===== src/rtl/booth_r4_mult.sv =====
// Radix-4 Booth multiplier, one iteration per clock.
// Handles signed and unsigned operands by extending both to WIDTH+2 bits
// before iterating. N = (WIDTH+2)/2 iterations produce the product.
//
// state | meaning
// ------+-----------------------------------------------------------
// IDLE  | waiting for start; Z holds the last result
// CALC  | one Booth iteration per cycle, N cycles total
// DONE  | Z was just loaded; done pulses; a start here is accepted
module booth_r4_mult #(
    parameter int WIDTH = 6
) (
    input  logic                 clk,
    input  logic                 rst,
    input  logic                 start,
    input  logic                 signed_mode,
    input  logic [WIDTH-1:0]     M,
    input  logic [WIDTH-1:0]     Q,
    output logic                 busy,
    output logic                 done,
    output logic [2*WIDTH-1:0]   Z
);

    // Extended operand width. The extra headroom keeps the accumulator from
    // overflowing on +/-2M, even for the largest unsigned or most negative
    // signed multiplicand.
    localparam int XW = WIDTH + 2;
    localparam int N  = XW / 2;
    localparam int CW = $clog2(N + 1);

    typedef enum logic [1:0] {
        IDLE = 2'd0,
        CALC = 2'd1,
        DONE = 2'd2
    } state_t;

    state_t              r_state;
    state_t              w_next_state;

    logic [XW-1:0]       r_m;
    logic [XW-1:0]       r_q;
    logic [XW-1:0]       r_a;
    logic                r_qm1;
    logic [CW-1:0]       r_cnt;
    logic [2*WIDTH-1:0]  r_z;

    logic                w_accept;
    logic                w_last;
    logic [XW-1:0]       w_m_ext;
    logic [XW-1:0]       w_q_ext;
    logic [XW-1:0]       w_m2;
    logic [XW-1:0]       w_neg_m;
    logic [XW-1:0]       w_neg_m2;
    logic [XW-1:0]       w_addend;
    logic [XW-1:0]       w_sum;
    logic [2*XW:0]       w_shifted;

    // A start can only be taken when no multiply is running.
    assign w_accept = start && (r_state != CALC);
    assign w_last   = (r_cnt == CW'(N - 1));

    assign w_m_ext  = signed_mode ? {{2{M[WIDTH-1]}}, M} : {2'b00, M};
    assign w_q_ext  = signed_mode ? {{2{Q[WIDTH-1]}}, Q} : {2'b00, Q};

    assign w_m2     = {r_m[XW-2:0], 1'b0};
    assign w_neg_m  = -r_m;
    assign w_neg_m2 = -w_m2;

    assign busy = (r_state == CALC);
    assign done = (r_state == DONE);
    assign Z    = r_z;

    // State register.
    always_ff @(posedge clk) begin
        if (rst) begin
            r_state <= IDLE;
        end else begin
            r_state <= w_next_state;
        end
    end

    // Next-state logic.
    always_comb begin
        w_next_state = r_state;
        case (r_state)
            IDLE:    if (start) w_next_state = CALC;
            CALC:    if (w_last) w_next_state = DONE;
            DONE:    w_next_state = start ? CALC : IDLE;
            default: w_next_state = IDLE;
        endcase
    end

    // Booth digit selection from {Q[1], Q[0], Q_-1}, add, then arithmetic
    // shift of {A, Q, Q_-1} right by two.
    always_comb begin
        w_addend = '0;
        case ({r_q[1:0], r_qm1})
            3'b001, 3'b010: w_addend = r_m;
            3'b011:         w_addend = w_m2;
            3'b100:         w_addend = w_neg_m2;
            3'b101, 3'b110: w_addend = w_neg_m;
            default:        w_addend = '0;
        endcase
        w_sum     = r_a + w_addend;
        w_shifted = {{2{w_sum[XW-1]}}, w_sum, r_q[XW-1:1]};
    end

    // Operand capture, iteration and result register.
    always_ff @(posedge clk) begin
        if (rst) begin
            r_m   <= '0;
            r_q   <= '0;
            r_a   <= '0;
            r_qm1 <= 1'b0;
            r_cnt <= '0;
            r_z   <= '0;
        end else if (w_accept) begin
            r_m   <= w_m_ext;
            r_q   <= w_q_ext;
            r_a   <= '0;
            r_qm1 <= 1'b0;
            r_cnt <= '0;
        end else if (r_state == CALC) begin
            r_a   <= w_shifted[2*XW:XW+1];
            r_q   <= w_shifted[XW:1];
            r_qm1 <= w_shifted[0];
            r_cnt <= r_cnt + CW'(1);
            if (w_last) begin
                r_z <= w_shifted[2*WIDTH:1];
            end
        end
    end

endmodule


===== config.mk =====
export PLATFORM = sky130hd
export DESIGN_NAME = booth_r4_mult
export DESIGN_NICKNAME = d
export VERILOG_FILES = /design/src/rtl/booth_r4_mult.sv
export SDC_FILE = /design/constraint.sdc
export NUM_CORES = 1
export LEC_CHECK = 0
export BUFFER_PORTS_ARGS = -buffer_cell sky130_fd_sc_hd__clkbuf_2
export CORE_MARGIN = 2
export CORE_UTILIZATION = 57
export DETAILED_ROUTE_END_ITERATION = 12
export HOLD_SLACK_MARGIN = 0.08
export PLACE_DENSITY = 0.9
export SLEW_MARGIN = 20
export SYNTH_ARGS = -nofsm -noshare
export SYNTH_HDL_FRONTEND = slang
export SYNTH_SLANG_ARGS = --single-unit

===== constraint.sdc =====
create_clock -name clk -period 4.1 [get_ports clk]
set_input_delay 0 -clock clk [delete_from_list [all_inputs] [get_ports clk]]
set_output_delay 0 -clock clk [all_outputs]
set_load 0.02 [all_outputs]

# Word-level counts from Yosys, hierarchy flattened
# Cells that the tools add are included.
[op_classes]
mux = 9
n_eq_ne = 12
reduce_logical = 8
n_addsub = 4
bitwise = 1
[op_table]
columns = ["operator", "count"]
rows = [
  ["8-bit 2-to-1 mux", 4],
  ["8-bit case mux with 4 select lines", 1],
  ["8-bit negation", 2],
  ["3-bit by 2-bit == test with 1-bit output (second input constant)", 3],
  ["3-bit == test (second input constant)", 3],
  ["8-bit adder", 1],
  ["2-bit case mux with 3 select lines", 1],
  ["2-bit OR reduction", 3],
  ["2-bit 2-to-1 mux", 2],
  ["2-bit by 1-bit inequality test with 1-bit output (second input constant)", 2],
  ["3-bit by 1-bit adder with 3-bit output (second input constant)", 1],
  ["3-bit by 1-bit == test with 1-bit output (second input constant)", 1],
  ["3-bit AND reduction", 1],
  ["2-bit by 1-bit == test with 1-bit output (second input constant)", 1],
  ["2-bit == test (second input constant)", 1],
  ["2-bit logical NOT", 1],
  ["2-bit inequality test (second input constant)", 1],
  ["2-bit AND reduction", 1],
  ["2-bit nonzero test", 1],
  ["1-bit logical AND", 1],
  ["1-bit 2-to-1 mux", 1],
  ["1-bit inverter", 1],
]
[totals]
regBits = 40
output_inout_bits = 14
input_bits = 16

# Logic depth before layout (Yosys ltp)
[depth]
word_depth = 6
mapped_depth = 15
depth_no_buf = 15

# Worst setup path after synthesis
# OpenSTA, ideal clock, no wires.
[synth_timing]
path_kind = "reg-to-reg"
start = "reg r_m[0]"
end = "reg, netlist name r_a[5]"
path_buffers = 0
path_stages_with_launch = 15
arrival_ns = 2.885
synth_period_minus_slack_ns = 2.952
required_ns = 4.033
setup_slack_ns = 1.148
path_cell_list = "dfxtp_1 > inv_1 > ha_1 > or3b_2 > nand2_1 > xnor2_1 > a221oi_1 > a21oi_1 > ha_1 > nand3_1 > o211ai_1 > o41ai_1 > nand4_1 > a21o_1 > a21oi_2"
[synth_via]
elab_chain_cells = 3
elab_cells_between_ends = 4
[synth_rtl]
columns = ["item", "line_no", "text"]
rows = [
  ["start: declaration", "40", "logic [XW-1:0] r_m;"],
  ["start signal: assignment", "118", "r_m <= w_m_ext;"],
  ["8-bit negation (on tied branches)", "66, 67", ""],
  ["8-bit case mux with 4 select lines *", "97", "case ({r_q[1:0], r_qm1})"],
  ["8-bit adder *", "104", "w_sum = r_a + w_addend;"],
]
# Every way passes the cells marked *; elsewhere a longest branch is shown, timed or not.
# A chain may end at the register's enable or synchronous reset.

# Worst setup path in the final report
[layout_timing]
start = "reg r_m[0]"
end = "reg, netlist name r_a[5]"
[layout_via]
elab_chain_cells = 3
elab_cells_between_ends = 4
[layout_rtl]
columns = ["item", "line_no"]
rows = [
  ["8-bit negation (on tied branches)", "66, 67"],
  ["8-bit case mux with 4 select lines *", "97"],
  ["8-bit adder *", "104"],
]
# Marks and branches as above.

==> impl_metrics.env <==
export IMPL_crit_type="register to register"
export IMPL_synth_nets=306
export IMPL_grt_pass1_vias=1878
export IMPL_peakVddDrop_v=0.0002586
export IMPL_synth_async_reset_ratio=0
export IMPL_slew_headroom=0.5524
export IMPL_synth_compound_area_share=0.1966
export IMPL_crit_path_start_kind="register"
export IMPL_pre_cts_ws_ns=0.8254
export IMPL_setup_violations=0
export IMPL_p_total_mw=0.8371
export IMPL_cp_arrival_ns=3.52
export IMPL_worst_endpoint_required_ns=4.32
export IMPL_cpMostUsedCell="ha_1"
export IMPL_antenna_found_initial=0
export IMPL_synth_cell_type_count=44
export IMPL_slowest_delay_ns=0.49
export IMPL_cts_sinks=39
export IMPL_gr_total_overflow=0
export IMPL_fin_crit_sh=0.8026
export IMPL_r2r_start="r_m[0]$_SDFFE_PP0P_"
export IMPL_fin_ws_ns=0.8093
export IMPL_rsz0062_at_grt="false"
export IMPL_ctsHoldBuffers=12
export IMPL_syn_avg_cell_area_um2=7.803
export IMPL_row_count=22
export IMPL_finalSetupTns_ns=0
export IMPL_end_kind="register"
export IMPL_ys_top_cells_by_area="dfxtp_1, nand2_1, a21oi_1, ha_1, nor2_1"
export IMPL_core_area_mm2=0.003661
export IMPL_slew_violations=0
export IMPL_syn_inst=279
export IMPL_ys_seq_area_frac=0.3586
export IMPL_crit_path_top_delay_cell="or3b_2"
export IMPL_drc_errors=0
export IMPL_hold_viol_final=0
export IMPL_die_area_mm2=0.004330
export IMPL_cp_cell_sequence="inv_1 -> ha_1 -> or3b_2 -> nand2_1 -> xnor2_1 -> a221oi_1 -> a21oi_1 -> ha_1 -> nand3_1 -> o211ai_1 -> o41ai_1 -> nand4_1 -> a21o_1 -> a21oi_2"
export IMPL_dp_hpwl_um=3623
export IMPL_diodes=0
export IMPL_synth_top_family_by_area="simple AND/OR/NAND/NOR gates"
export IMPL_synth_edf_count=0
export IMPL_hold_path_end="r_q[1]$_SDFFE_PP0P_"
export IMPL_cts_setup_buffers=0
export IMPL_drt_iter0_drc=132
export IMPL_placed_cells=339
export IMPL_period_needed_ns=3.291
export IMPL_drv_cap=0
export IMPL_powerDensity_mw_per_mm2=332.5
export IMPL_clock_latency_ns=0.29
export IMPL_min_path_cells=3
export IMPL_synthesis_area_mm2=0.002177
export IMPL_die_h_um=65.80
export IMPL_vias=2035
export IMPL_clk_pin_slew_worst_paths_ns=0.07
export IMPL_fin_cells=359
export IMPL_reg2reg_slack_ns=0.81
export IMPL_cts_buffers=5
export IMPL_via_per_inst=5.669
export IMPL_post_drt_wl_per_cell_um=14.33
export IMPL_synth_top_area_frac=0.3586
export IMPL_area_growth_pct=15.63
export IMPL_start_util=0.5947
export IMPL_synth_seq_cells=39
export IMPL_ys_warn_count=0
export IMPL_synthMuxAreaShare=0.04828
export IMPL_die_width_um=65.80
export IMPL_grt_use_total=0.2519
export IMPL_worst_r2r_path_depth=14
export IMPL_synth_simple_area_share=0.2305
export IMPL_synthFlopType="dfxtp_1"
export IMPL_grt_pass1_wl_um=8424
export IMPL_synthAdderAreaFrac=0.06667
export IMPL_cts_resized=0
export IMPL_hp_start="Q[1]"
export IMPL_synth_area_leader_cell="dfxtp_1"
export IMPL_routabilityCongestion=0.8902
export IMPL_port_buffers=29
export IMPL_io_pins=30
export IMPL_path_max_fanout=6
export IMPL_grt_max_degree=33
export IMPL_layout_nets=337
export IMPL_clockBufferDepth=2
export IMPL_tritoncts="yes"
export IMPL_first_pass_iters=4
export IMPL_max_slew_worst_pin_slew_ns=0.6705
export IMPL_skew_ns=0.006478
export IMPL_layout_drive_gt1_share=0.1447
export IMPL_wl_um=5144
export IMPL_synth_xor_area_share=0.04828
export IMPL_outcome="complete, no violations"
export IMPL_hp_class="input pin to register"
export IMPL_ant_nets=0
export IMPL_htree_levels=2
export IMPL_p_leak_nw=1.038
export IMPL_cts_root_buffer="clkbuf_8"
export IMPL_regToRegEndpoint="r_a[5]$_SDFFE_PP0P_"
export IMPL_max_freq_mhz=303.9
==> where the power goes <==
part | switching, mW | internal [mW]
Clock | 0.128 | 0.119
Combinational | 0.0936 | 0.0749
Sequential | 0.0261 | 0.395
Total | 0.248 | 0.589
==> metal layers <==
metal | part of all wire | global-route usage
met1 | 0.44 | 0.3230
met4 | 0.0097 | 0.05469
met3 | 0.059 | 0.05111
met5 | 0 | 0
met2 | 0.50 | 0.4356
==> stage by stage <==
stage / area [µm²] / hold WS [ns] / utilization
after floorplan: 2177 / 0.1475 / -
after global placement: 2316 / 0.2380 / 0.6326
after detailed placement: 2316 / 0.2462 / 0.6326
after CTS: 2517 / 0.1349 / 0.6876
after global routing: 2517 / 0.1531 / 0.6876
final: 2517 / 0.1493 / 0.6876
==> synthesized netlist by cell type, types with 2 or more instances <==
library cell  number
a211oi_1          10
a21o_1             2
a21oi_1           40
a221oi_1           2
and2_1             2
buf_1              3
buf_2              2
clkbuf_1          13
dfxtp_1           39
ha_1              10
inv_1              7
mux2_2             2
mux2i_1            6
nand2_1           55
nand2b_1           2
nand3_1           13
nand4_1            3
nor2_1            21
nor2b_1            3
nor3_1             3
nor3b_1            3
o211ai_1           2
o21ai_0            5
xnor2_1            8
xor2_1             4
==> sequential cells by signal (all words and copies together) (netlist names) <==
register / flops
r_qm1: 1
Z: 12
r_q: 8
r_m: 7
r_state: 2
r_a: 6
r_cnt: 3
==> layout make-up <==
type	count	area (µm²)
clock inverter	1	5.005
inverter	8	30.03
fill	310	1144
timing repair buffer	43	280.3
multi-input combinational	213	1285
sequential	39	780.7
clock buffer	7	76.32
tap	48	60.06
==> layout by cell type, fill, tap and decap left out, types with 6 or more instances in the layout <==
cell	instances
nand2_1	55
a21oi_1	40
dfxtp_1	39
clkbuf_2	29
nor2_1	21
nand3_1	13
dlygate4sd3_1	12
a211oi_1	10
ha_1	10
xnor2_1	8
inv_1	7
mux2i_1	6
==> worst max path at each step <==
| stage | start | endpoint |
|---|---|---|
| 2_1_floorplan | r_m[0]$_SDFFE_PP0P_ | r_a[5]$_SDFFE_PP0P_ |
| 3_3_place_gp | r_m[0]$_SDFFE_PP0P_ | r_a[5]$_SDFFE_PP0P_ |
| 3_5_place_dp | r_m[0]$_SDFFE_PP0P_ | r_a[5]$_SDFFE_PP0P_ |
| 4_1_cts | r_m[0]$_SDFFE_PP0P_ | r_a[5]$_SDFFE_PP0P_ |
| 5_1_grt | r_m[1]$_SDFFE_PP0P_ | r_a[5]$_SDFFE_PP0P_ |
| 6_report | r_m[0]$_SDFFE_PP0P_ | r_a[5]$_SDFFE_PP0P_ |
==> worst max-delay path, delay by kind of cell, from the launching register on <==
kind	cells	cell delay, ns
AOI/OAI and AO/OA	6	1.21
xor gates and xnor gates	1	0.08
adders and majority gates	2	0.61
buffers and inverters	1	0.08
DFF	1	0.35
and+or+nand+nor	4	0.88
==> logic make-up (layout without fill, tap and decap cells) <==
family | count (synthesis) | count (layout)
multiplexers | 9 | 9
XOR/XNOR | 12 | 12
AO/OA/AOI/OAI | 71 | 71
adder cells (fa/ha/maj) | 11 | 11
buffers and inverters | 27 | 59
AND/OR/NAND/NOR | 110 | 110
flip-flops | 39 | 39
Power figures use the tool's default switching activity.
